## src/rtl/ide_wdata_fifo_ctl.sv

```systemverilog
// ide_wdata_fifo_ctl: paces a valid/ready word stream into the IDE write-data FIFO, sector-count bounded
//   clk, nRST (async, active-low)
//   start/sector_cnt : begin a transfer of sector_cnt*256 words (0 = 256 sectors), sampled in IDLE
//   abort            : synchronous cancel from any state, no done pulse
//   src_valid/src_data/src_ready : upstream handshake, src_ready combinational
//   full/almost_full/wData_fifo_usedw : FIFO status
//   wrreq/wdata      : registered FIFO write strobe and data
//   busy/done        : not-IDLE flag and one-cycle completion pulse
module ide_wdata_fifo_ctl #(
    parameter int USEDW_HI = 3000,
    parameter int USEDW_W  = 13,
    parameter int DATA_W   = 16
) (
    input  logic               clk,
    input  logic               nRST,
    input  logic               start,
    input  logic [7:0]         sector_cnt,
    input  logic               abort,
    input  logic               src_valid,
    input  logic [DATA_W-1:0]  src_data,
    output logic               src_ready,
    input  logic               full,
    input  logic               almost_full,
    input  logic [USEDW_W-1:0] wData_fifo_usedw,
    output logic               wrreq,
    output logic [DATA_W-1:0]  wdata,
    output logic               busy,
    output logic               done
);
    typedef enum logic [2:0] {IDLE, HS, GAP1, GAP2, GAP3, CHECK, DONE} state_t;
    state_t state, state_nxt;
    logic [16:0] remaining;
    logic cond_hs, cond_pace, xfer, last;
    assign cond_pace = !full && (32'(wData_fifo_usedw) < USEDW_HI);
    assign cond_hs   = cond_pace && !almost_full;
    assign src_ready = !abort && ((state == HS && cond_hs) || (state == CHECK && cond_pace));
    assign xfer      = src_valid && src_ready;
    assign last      = remaining == 17'd1;
    assign busy      = state != IDLE;
    assign done      = state == DONE;
    always_comb begin
        state_nxt = state;
        case (state)
            IDLE:    state_nxt = start ? (cond_hs ? HS : GAP1) : IDLE;
            HS:      state_nxt = (xfer && last) ? DONE : (cond_hs ? HS : GAP1);
            GAP1:    state_nxt = GAP2;
            GAP2:    state_nxt = GAP3;
            GAP3:    state_nxt = CHECK;
            CHECK:   state_nxt = xfer ? (last ? DONE : (cond_hs ? HS : GAP1)) : (cond_hs ? HS : CHECK);
            default: state_nxt = IDLE;
        endcase
        if (abort)
            state_nxt = IDLE;
    end
    always_ff @(posedge clk or negedge nRST) begin
        if (!nRST)
            state <= IDLE;
        else
            state <= state_nxt;
    end
    always_ff @(posedge clk or negedge nRST) begin
        if (!nRST) begin
            remaining <= '0;
            wrreq     <= 1'b0;
            wdata     <= '0;
        end else begin
            wrreq <= xfer;
            if (xfer)
                wdata <= src_data;
            // sector_cnt of 0 encodes 256 sectors, i.e. 65536 words
            if (abort)
                remaining <= '0;
            else if (state == IDLE && start)
                remaining <= (sector_cnt == 8'd0) ? 17'h10000 : {1'b0, sector_cnt, 8'h00};
            else if (xfer)
                remaining <= remaining - 17'd1;
        end
    end
endmodule

```

## config.mk

```make
export PLATFORM = sky130hd
export DESIGN_NAME = ide_wdata_fifo_ctl
export DESIGN_NICKNAME = d
export VERILOG_FILES = /design/src/rtl/ide_wdata_fifo_ctl.sv
export SDC_FILE = /design/constraint.sdc
export NUM_CORES = 1
export LEC_CHECK = 0
export BUFFER_PORTS_ARGS = -buffer_cell sky130_fd_sc_hd__buf_2
export CAP_MARGIN = 20
export CELL_PAD_IN_SITES_DETAIL_PLACEMENT = 1
export CELL_PAD_IN_SITES_GLOBAL_PLACEMENT = 2
export CORE_MARGIN = 2
export CORE_UTILIZATION = 31
export CTS_CLUSTER_DIAMETER = 200
export DETAILED_ROUTE_END_ITERATION = 10
export GPL_ROUTABILITY_DRIVEN = 0
export PLACE_DENSITY = 0.81
export SLEW_MARGIN = 25
export SYNTH_ARGS = -nofsm -noshare
export SYNTH_HDL_FRONTEND = slang
export SYNTH_SLANG_ARGS = --single-unit
```

## constraint.sdc

```tcl
create_clock -name clk -period 3.64 [get_ports clk]
set_clock_uncertainty 0.05 [all_clocks]
set_input_delay 0.91 -clock clk [delete_from_list [all_inputs] [get_ports clk]]
set_output_delay 0.91 -clock clk [all_outputs]
set_load 0.01 [all_outputs]
```

==> impl_results.md <==
- Area of placed instances: 2340 sq um
- Placed cell count: 350
- Critical path required time: 2.68 ns
- WL per Instance: 14.5 microns
- Crit Path Class: in -> out
- FP Rows: 29
- Synthesized area per cell: 8.89 sq um
- Nets@finish: 326
- Vias: 1829
- Global route overflow: 0
- Hold slack: 0.427 ns
- Synth top area share: 46.9%
- Sw power: 0.000288 W
- First-pass GRT wire length: 8940 microns
- PwrDens: 412 nW/um^2
- Hold path endpoint: wdata[8]$_DFFE_PN0P_
- Total GRT Usage: 15.7%
- VDD IR max: 0.219 mV
- Initial DRT Pass Iterations: 4
- Max-slew violation count: 0
- Area leader, netlist: dfrtp_1
- Syn. warnings: 0
- Post-synth EDFFs: 0
- CP Cell Sequence: buf_2 > nand4b_1 > o311a_1 > and2_1 > buf_2
- R2R Path Start: remaining[2]$_DFFE_PN0P_
- DRT iter0 DRCs: 26
- Async SR Flop Fraction: 100%
- Cell with the most instances after synthesis: nand2_1
- Root buf cell: clkbuf_8
- Slowest cell on crit path: o311a_1
- Clock-pin slew on the worst setup and hold paths: 0.08 ns
- Initial antenna violation count: 0
- Synthesized cell area: 1970 sq um
- Non-filler cells, final: 358
- Routed wire length: 5190 microns
- Worst Hold Path Cells: 2
- Clk pwr share: 35.8%
- Post-CTS Repair Setup Buffers: 0
- CP top delay family: compound AO/OA/AOI/OAI gates
- Final Hold Vio Count: 0
- Crit path capture type: output pin
- Final setup TNS: 0 ns
- Top cells by count, synth: nand2_1, dfrtp_1, nor2_1
- HP Class: reg -> reg
- Clock Sinks: 37
- Vias in the first global route: 1942
- # setup viols final: 0
- Synth area leaders: dfrtp_1, nand2_1, xor2_1, nor2_1, or4_1
- Layout fillers: 761
- Register area share after synthesis: 46.9%
- H-tree depth: 2
- DRC viols: 0
- Crit share post-route: 77.9%
- Largest net degree at the start of global routing: 38
- Longest Clk Path Bufs: 2
- Most used cell, CP: buf_2
- Reg-to-Reg End: remaining[13]$_DFFE_PN0P_
- Hold Buf Count CTS: 0
- Die area: 7020 sq um
- R2R Setup Slk: 1.10 ns
- Tmin final: 2.84 ns
- Cts bufs inserted: 5
- Headroom to the max-slew limit: 43.5%
- Antenna viol nets, final: 0
- Most used DFF post-synth: dfrtp_1
- Syn Nets: 268
- Layout cell share with drive strength beyond 1: 27.0%
- HPWL Detailed: 3790 microns
- Starting Density: 31.6%
- Worst Tran Pin Value: 0.847 ns
- Yosys cell types: 42
- Hold path startpoint: wdata[8]$_DFFE_PN0P_
- Max Cap Violations: 0
- CTS tree: yes
- Synth Register Bits: 37
- IO Count: 64
- Die width: 83.8 microns
- CP max FO: 2
- Crit path largest cell delay: 0.37 ns
- Switching share of power: 28.4%
- WP depth: 5
- LEAKAGE: 1.25 nW
- Syn-to-layout area delta: 24.5%
- Core area: 6240 sq um
- Max Clk Rate: 353 MHz
- WP buf/inv: 2
- Cells after Synth: 222
- Arrival @ worst endpoint: 1.88 ns
- Finished Cell Area: 2460 sq um
- Chip Height: 83.8 microns
- Outcome: complete, no violations
- Vias/cell: 5.11
- Quantity of gates resized following cts: 0
- Port Buffer Count: 60
- Gate power share: 17.6%
- Unrepaired setup endpoints after global routing: no
- CP startpoint kind: input port
- Internal power: 0.000725 W
- Flop pwr share: 46.5%
- Clock latency on the worst-skew pair: 0.30 ns
- Ant. Diodes: 0
- Reg2reg path depth: 5
==> final cells by class <==
type / instances / area, sq um / area share [%]
clock buffer: 5 / 68.8 / 2.80
clock inverter: 3 / 43.8 / 1.78
inverter: 4 / 15.0 / 0.611
multi-input combinational: 168 / 976 / 39.7
sequential: 37 / 926 / 37.7
tap: 77 / 96.3 / 3.92
timing repair buffer: 64 / 330 / 13.4
==> per-stage QoR <==
| step | power, W | setup slack [ns] | utilization (%) |
|---|---|---|---|
| after floorplan | 0.000583 | 0.731 | - |
| after global placement | 0.000656 | 0.713 | 37.6 |
| after detailed placement | 0.000661 | 0.678 | 37.6 |
| after CTS | 0.00103 | 0.788 | 39.4 |
| after global routing | 0.00107 | 0.746 | 39.4 |
| final | 0.00101 | 0.804 | 39.4 |
==> cells by family after synthesis <==
family / share of synthesized area [%]
adders and majority gates: 1.27
buffers and inverters: 3.61
and+or+nand+nor: 31.5
DFF: 46.9
xor gates and xnor gates: 4.00
AOI/OAI and AO/OA: 12.7
==> placed cells by master (no fill, tap or decap), types with 3 or more instances in the layout <==
cell type  instances
a211oi_1           6
a21oi_1            3
a311oi_1           3
and2_1             3
buf_2             60
buf_4              4
clkbuf_8           5
dfrtp_1           37
inv_1              3
nand2_1           53
nand2b_1           4
nand3_1            4
nand4_1            7
nand4b_1           3
nor2_1            20
nor2b_1            4
nor3_1             4
nor4_1             4
o21ai_0            8
or4_1              7
xor2_1             9
==> state kept, by name (all words and copies together) (netlist names) <==
name and cells:
remaining 17, state 3, wdata 16, wrreq 1
==> worst min-delay path, stage by stage (launching register included) <==
cell	delay, ns
dfrtp_1	0.35
nand2_1	0.05
nand2_1	0.05
==> per-layer routing <==
layer | up-vias | wire, microns | GRT usage, %
met4 | 0 | 88 | 5.72
met3 | 6 | 245 | 3.96
met5 | - | 0 | 0
li1 | 899 | - | -
met1 | 878 | 2320 | 18.8
met2 | 46 | 2540 | 27.1
==> worst max-delay path by stage <==
stage / from / to / slack [ns]
after global placement: wData_fifo_usedw[10] / state[2]$_DFF_PN0_ / 0.71
after global routing: wData_fifo_usedw[10] / src_ready / 0.75
final: wData_fifo_usedw[10] / src_ready / 0.80
after floorplan: wData_fifo_usedw[10] / src_ready / 0.73
after detailed placement: wData_fifo_usedw[10] / state[2]$_DFF_PN0_ / 0.68
after CTS: wData_fifo_usedw[10] / src_ready / 0.79
==> power groups by stage <==
stage	clock network (W)	logic (W)	registers, W
floorplan	0	0.000104	0.000479
global placement	0	0.000178	0.000478
detailed placement	0	0.000182	0.000479
CTS	0.000375	0.000182	0.000472
global route	0.000393	0.000201	0.000477
finish	0.000363	0.000178	0.000471
(Power assumes the default switching activity.)
